===== src/rtl/oric_mem_pkg.sv =====
// Shared types and constants for the Oric SDRAM port arbiter.
package oric_mem_pkg;

    typedef enum logic [1:0] {IDLE, ISSUE, WAIT, DONE} arb_state_t;
    typedef enum logic {G_CPU, G_DSK} grant_t;

    localparam logic [1:0] DS_LO = 2'b01;
    localparam logic [1:0] DS_HI = 2'b10;
    localparam logic [1:0] DS_RD = 2'b11;

    function automatic logic [1:0] byte_strobe(input logic we, input logic a0);
        if (!we)
            return DS_RD;
        return a0 ? DS_HI : DS_LO;
    endfunction

endpackage


===== src/rtl/sdram_port_arbiter_sync.sv =====
// Two-flop synchroniser bringing the clk_72 ack toggle into clk_24.
module toggle_sync (
    input  logic clk,
    input  logic d,
    output logic q
);

    logic r_meta;
    logic r_sync;

    // Deliberately not reset: the arbiter realigns its request toggle to
    // this output while reset is held, so it must keep tracking mem_ack.
    always_ff @(posedge clk) begin
        r_meta <= d;
        r_sync <= r_meta;
    end

    assign q = r_sync;

endmodule


===== src/rtl/sdram_port_arbiter.sv =====
// Shares the toggle-handshake SDRAM port between the Oric CPU bus and the
// disk track-buffer loader, with bounded CPU priority.
module sdram_port_arbiter
    import oric_mem_pkg::*;
#(
    parameter int                ADDR_W    = 24,
    parameter logic [ADDR_W-1:0] DISK_BASE = 24'h010000,
    parameter int                CPU_BURST = 4,
    parameter int                TIMEOUT   = 63
) (
    input  logic              clk_24,
    input  logic              reset,
    input  logic              cpu_cs,
    input  logic              cpu_oe,
    input  logic              cpu_we,
    input  logic [15:0]       cpu_a,
    input  logic [7:0]        cpu_d,
    output logic [7:0]        cpu_q,
    output logic              cpu_busy,
    input  logic              dsk_req,
    input  logic              dsk_we,
    input  logic [19:0]       dsk_a,
    input  logic [7:0]        dsk_d,
    output logic [7:0]        dsk_q,
    output logic              dsk_ack,
    output logic              mem_req,
    input  logic              mem_ack,
    output logic [ADDR_W-1:0] mem_a,
    output logic              mem_we,
    output logic [1:0]        mem_ds,
    output logic [15:0]       mem_d,
    input  logic [15:0]       mem_q,
    output logic              err_timeout,
    output arb_state_t        dbg_state
);

    localparam int BW = $clog2(CPU_BURST + 1);
    localparam int TW = $clog2(TIMEOUT + 2);

    // Handshake: a request is outstanding while mem_req != ack_s; the
    // arbiter toggles mem_req once per access and the controller answers
    // by making mem_ack equal to it.
    logic          w_ack_s;
    arb_state_t    r_state, w_state_next;
    grant_t        r_grant, w_grant_next;
    logic          w_grant_cpu, w_grant_dsk;
    logic          r_mem_req;
    logic          r_cpu_pend, r_dsk_pend;
    logic          r_cs_oe_d, r_cs_we_d;
    logic [15:0]   r_cpu_a_prev, r_cpu_a;
    logic [7:0]    r_cpu_d, r_dsk_d;
    logic          r_cpu_we, r_dsk_we;
    logic [19:0]   r_dsk_a;
    logic [BW-1:0] r_burst_cnt;
    logic [TW-1:0] r_wait_cnt;
    logic          r_lane_hi;
    logic          w_cpu_detect, w_dsk_accept;
    logic [7:0]    w_lane;

    toggle_sync u_ack_sync (
        .clk (clk_24),
        .d   (mem_ack),
        .q   (w_ack_s)
    );

    assign w_cpu_detect = (cpu_cs & cpu_oe & ~r_cs_oe_d)
                        | (cpu_cs & cpu_we & ~r_cs_we_d)
                        | (cpu_cs & cpu_oe & (cpu_a != r_cpu_a_prev));
    assign w_dsk_accept = dsk_req & ~r_dsk_pend & ~((r_state != IDLE) & (r_grant == G_DSK));
    // Lane choice is latched at issue so a newer CPU detect cannot disturb it.
    assign w_lane       = r_lane_hi ? mem_q[15:8] : mem_q[7:0];
    assign cpu_busy     = r_cpu_pend | ((r_state != IDLE) & (r_grant == G_CPU));
    assign mem_req      = r_mem_req;
    assign dbg_state    = r_state;

    always_ff @(posedge clk_24) begin
        if (reset) begin
            r_state <= IDLE;
            r_grant <= G_CPU;
        end else begin
            r_state <= w_state_next;
            r_grant <= w_grant_next;
        end
    end

    always_comb begin
        w_state_next = r_state;
        w_grant_next = r_grant;
        w_grant_cpu  = 1'b0;
        w_grant_dsk  = 1'b0;
        case (r_state)
            IDLE: begin
                if (r_cpu_pend && (!r_dsk_pend || r_burst_cnt < BW'(CPU_BURST))) begin
                    w_state_next = ISSUE;
                    w_grant_next = G_CPU;
                    w_grant_cpu  = 1'b1;
                end else if (r_dsk_pend) begin
                    w_state_next = ISSUE;
                    w_grant_next = G_DSK;
                    w_grant_dsk  = 1'b1;
                end
            end
            ISSUE:   w_state_next = WAIT;
            WAIT:    if (w_ack_s == r_mem_req) w_state_next = DONE;
            DONE:    w_state_next = IDLE;
            default: w_state_next = IDLE;
        endcase
    end

    always_ff @(posedge clk_24) begin
        r_cs_oe_d    <= cpu_cs & cpu_oe;
        r_cs_we_d    <= cpu_cs & cpu_we;
        r_cpu_a_prev <= cpu_a;
        if (reset) begin
            r_mem_req   <= w_ack_s;
            r_cpu_pend  <= 1'b0;
            r_dsk_pend  <= 1'b0;
            r_burst_cnt <= '0;
            r_wait_cnt  <= '0;
            r_lane_hi   <= 1'b0;
            cpu_q       <= '0;
            dsk_q       <= '0;
            dsk_ack     <= 1'b0;
            mem_a       <= '0;
            mem_we      <= 1'b0;
            mem_ds      <= DS_RD;
            mem_d       <= '0;
            err_timeout <= 1'b0;
        end else begin
            dsk_ack <= 1'b0;

            if (r_state == ISSUE && r_grant == G_CPU)
                r_cpu_pend <= 1'b0;
            if (w_cpu_detect) begin
                r_cpu_pend <= 1'b1;
                r_cpu_a    <= cpu_a;
                r_cpu_d    <= cpu_d;
                r_cpu_we   <= cpu_we;
            end

            if (r_state == ISSUE && r_grant == G_DSK)
                r_dsk_pend <= 1'b0;
            if (w_dsk_accept) begin
                r_dsk_pend <= 1'b1;
                r_dsk_a    <= dsk_a;
                r_dsk_d    <= dsk_d;
                r_dsk_we   <= dsk_we;
            end

            if (!r_dsk_pend || w_grant_dsk)
                r_burst_cnt <= '0;
            else if (w_grant_cpu && r_burst_cnt < BW'(CPU_BURST))
                r_burst_cnt <= r_burst_cnt + 1'b1;

            if (r_state == ISSUE) begin
                r_mem_req  <= ~r_mem_req;
                r_wait_cnt <= '0;
                if (r_grant == G_CPU) begin
                    mem_a     <= ADDR_W'(r_cpu_a);
                    mem_we    <= r_cpu_we;
                    mem_ds    <= byte_strobe(r_cpu_we, r_cpu_a[0]);
                    mem_d     <= {r_cpu_d, r_cpu_d};
                    r_lane_hi <= r_cpu_a[0];
                end else begin
                    mem_a     <= DISK_BASE + ADDR_W'(r_dsk_a);
                    mem_we    <= r_dsk_we;
                    mem_ds    <= byte_strobe(r_dsk_we, r_dsk_a[0]);
                    mem_d     <= {r_dsk_d, r_dsk_d};
                    r_lane_hi <= r_dsk_a[0];
                end
            end

            if (r_state == WAIT) begin
                if (r_wait_cnt == TW'(TIMEOUT))
                    err_timeout <= 1'b1;
                if (r_wait_cnt != {TW{1'b1}})
                    r_wait_cnt <= r_wait_cnt + 1'b1;
            end

            if (r_state == DONE) begin
                if (r_grant == G_CPU) begin
                    if (!mem_we)
                        cpu_q <= w_lane;
                end else begin
                    if (!mem_we)
                        dsk_q <= w_lane;
                    dsk_ack <= 1'b1;
                end
            end
        end
    end

endmodule


===== config.mk =====
export PLATFORM = sky130hd
export DESIGN_NAME = sdram_port_arbiter
export DESIGN_NICKNAME = d
export VERILOG_FILES = /design/src/rtl/oric_mem_pkg.sv /design/src/rtl/sdram_port_arbiter_sync.sv /design/src/rtl/sdram_port_arbiter.sv
export SDC_FILE = /design/constraint.sdc
export NUM_CORES = 1
export LEC_CHECK = 0
export ABC_AREA = 1
export CORE_MARGIN = 2
export CORE_UTILIZATION = 40
export CTS_CLUSTER_DIAMETER = 40
export CTS_CLUSTER_SIZE = 10
export DETAILED_ROUTE_END_ITERATION = 12
export PLACE_DENSITY_LB_ADDON = 0.05
export SYNTH_ARGS = -nofsm -noshare
export SYNTH_HDL_FRONTEND = slang
export SYNTH_SLANG_ARGS = --single-unit

===== constraint.sdc =====
create_clock -name clk_24 -period 2.4 [get_ports clk_24]
set_input_delay 0.36 -clock clk_24 [delete_from_list [all_inputs] [get_ports clk_24]]
set_output_delay 0.36 -clock clk_24 [all_outputs]
set_load 0.01 [all_outputs]

==> summary.md <==
| Metric | Value |
|---|---|
| Max Cap Viol | `0` |
| Largest net degree at the start of global routing | `37` |
| CP peak stage delay | `620 ps` |
| Pwr per Cell Area | `939 mW/mm2` |
| Final WL | `12.4 mm` |
| Total CTS buffers | `17` |
| Worst path slowest cell | `clkdlybuf4s50_1` |
| Std-Cell Rows | `42` |
| CTS Buffer Depth | `2` |
| Buffer and inverter count on the worst path | `1` |
| Fmax | `0.513 GHz` |
| Final ANT Viol Nets | `0` |
| CTS tree | `done` |
| Leak pwr | `0.00311 uW` |
| Synth Flop Type | `dfxtp_1` |
| Area growth from synthesis to layout | `36.6%` |
| Biggest area consumer among synthesized cells | `dfxtp_1` |
| CTS Hold Bufs | `0` |
| Io pins | `141` |
| Peak VDD IR | `0.600 mV` |
| Netlist cell types | `34` |
| RSZ-0062 raised after global routing | `no` |
| Port Buffers | `137` |
| Die Y | `121 um` |
| Max-slew violations | `0` |
| Vias per inst | `4.58` |
| Synth warnings | `0` |
| All-Layer GR Usage | `0.176` |
| Remaining DRCs | `0` |
| First-pass DRT Iterations | `5` |
| Crit-path max FO | `10` |
| Clock root cell | `clkbuf_16` |
| FILL cells | `1208` |
| Post-layout min period | `1950 ps` |
| Via count | `4170` |
| Max_slew headroom | `0.644` |
| Worst-path clk slew | `60 ps` |
| # nets final | `804` |
| Placer Congestion | `0.783` |
| Worst-Skew Late Latency | `410 ps` |
| DIE AREA | `0.0147 mm2` |
| Most area-consuming cells after synthesis | `dfxtp_1, edfxtp_1, nand2_1` |
| Layout cells sized above 1 | `0.0872` |
| Cell Area, Synth | `0.00550 mm2` |
| GRT overflow | `0` |
| Yosys top cell area share | `0.310` |
| First-pass GRT wire length | `19.7 mm` |
| Clk_skew | `10.7 ps` |
| Critical-path cell list | `clkdlybuf4s50_1` |
| Crit path DAT | `1590 ps` |
| Synthesized area per cell | `9.39 um2` |
| Power consumption | `7050 uW` |
| Register area share after synthesis | `0.610` |
| Fraction of registers with async set/reset | `0` |
| Initial antenna violation count | `0` |
| H-tree depth | `4` |
| TritonCTS sink count | `140` |
| Measured slew at the worst slew-check pin | `532 ps` |
| Final Hold Vio Count | `0` |
| Number of global-route vias before repair | `3986` |
| Core footprint | `0.0133 mm2` |
| CP top delay family | `buffers and inverters` |
| Routed wire per std cell | `13.6 um` |
| Hold Crit Class | `reg2reg` |
| #FFs+latches synth | `140` |
| Gate Count Post-Synth | `585` |
| Fin crit share | `0.812` |
| Reg area | `0.00335 mm2` |
| Starting Density | `0.412` |
| HPWL Detailed | `8.62 mm` |
| Multi-input gate area | `0.00162 mm2` |
| CP startpoint kind | `register` |
| EDFF count, synth | `55` |
| Chip width | `121 um` |
| Setup CP Type | `reg2out` |
| Total negative slack | `0 ps` |
| 1st-iter DRT viols | `255` |
| Post-CTS setup buffers | `0` |
| Crit. End Element | `output pin` |
| Worst path required time | `2040 ps` |
| Ant diodes | `0` |
| Status | `complete, no violations` |
| Finish-stage setup viols | `0` |
==> report_power, final <==
group | leakage, uW | total (uW) | switching [uW] | internal (uW)
Sequential | 0.00121 | 2970 | 198 | 2770
Clock | 0.000253 | 2390 | 968 | 1420
Combinational | 0.00165 | 1700 | 892 | 806
Total | 0.00311 | 7050 | 2060 | 4990
==> final timing paths <==
kind,from,to,slack [ps],cells after the start
min reg2reg,u_ack_sync.r_meta,u_ack_sync.q,320,0
min,u_ack_sync.r_meta,u_ack_sync.q,320,0
max reg2reg,dbg_state[1],mem_d[12],590,9
max,mem_a[0],mem_a[0],450,1
==> timing repair <==
action | CTS | global route
gates resized for setup | 0 | 1
endpoints found under the setup margin | 0 | 1
hold endpoints to repair | 0 | 0
==> per-layer routing <==
metal	up-vias	GRT usage	wire, um
met5	-	0	0
met4	0	0.0517	106
met3	7	0.0526	753
met2	115	0.287	5910
met1	1919	0.225	5590
li1	2129	-	-
==> final cells by class <==
class / count / area share
clock buffer: 21 / 0.0587
clock inverter: 11 / 0.0130
sequential: 140 / 0.447
inverter: 86 / 0.0432
multi-input combinational: 329 / 0.216
timing repair buffer: 147 / 0.193
tap: 176 / 0.0293
==> state kept, by name, indices dropped and copies added, names as in the netlist, 2 cells and up <==
signal,count
r_wait_cnt,7
mem_d,8
dbg_state,2
r_cpu_a_prev,16
r_dsk_d,8
mem_a,21
cpu_q,8
dsk_q,8
r_dsk_a,20
r_cpu_a,16
r_cpu_d,8
r_burst_cnt,3
mem_ds,2
==> per-stage QoR <==
| stage | std cells | area (um2) | util | setup slack [ps] | hold WS [ps] |
|---|---|---|---|---|---|
| 2_1_floorplan | 587 | 5510 | - | 386 | 310 |
| 3_3_place_gp | 878 | 6970 | 0.522 | 396 | 314 |
| 3_5_place_dp | 878 | 6970 | 0.522 | 354 | 313 |
| 4_1_cts | 910 | 7500 | 0.562 | 28.1 | 327 |
| 5_1_grt | 910 | 7510 | 0.562 | 382 | 329 |
| 6_report | 910 | 7510 | 0.562 | 450 | 325 |
==> cells in the final DEF (no fill, tap or decap), types with 10 or more instances in the layout <==
cell and count:
clkbuf_16 17, inv_1 79, nand3_1 37, edfxtp_1 55, dfxtp_1 85, clkdlybuf4s50_1 136
o21ai_0 28, nand2_1 159, nor2_1 26, a21oi_1 29, buf_4 10
==> cells by family (layout without fill, tap and decap cells) <==
family | after synthesis | in the layout | synth area share
muxes | 8 | 8 | 0.0164
DFF | 140 | 140 | 0.610
and+or+nand+nor | 232 | 232 | 0.174
xor gates and xnor gates | 7 | 7 | 0.0112
other | 1 | 3 | 0.000682
buffers and inverters | 118 | 265 | 0.0981
AOI/OAI and AO/OA | 72 | 72 | 0.0731
adders and majority gates | 7 | 7 | 0.0159
==> synth_stat cells (2+ instances only) <==
cell	n
xor2_1	2
nor2_4	2
xnor2_1	5
buf_2	7
buf_4	23
a21oi_1	30
inv_1	80
dfxtp_1	85
o21ai_0	28
o221ai_1	3
nand3_1	37
edfxtp_1	55
clkbuf_1	2
nor2_1	26
nand2_1	159
a31oi_1	4
ha_1	7
mux2_2	8
nand2_2	3
inv_2	5
==> worst register-to-register path: stages, from the launching register on <==
cell and delay, ps:
dfxtp_1 340, inv_1 100, ha_1 360, nand2_2 150, inv_2 250, buf_4 270, nand2_1 90, nand3_1 90
nand2_1 50, inv_1 50
No activity file was read; power rests on OpenSTA's default activity.
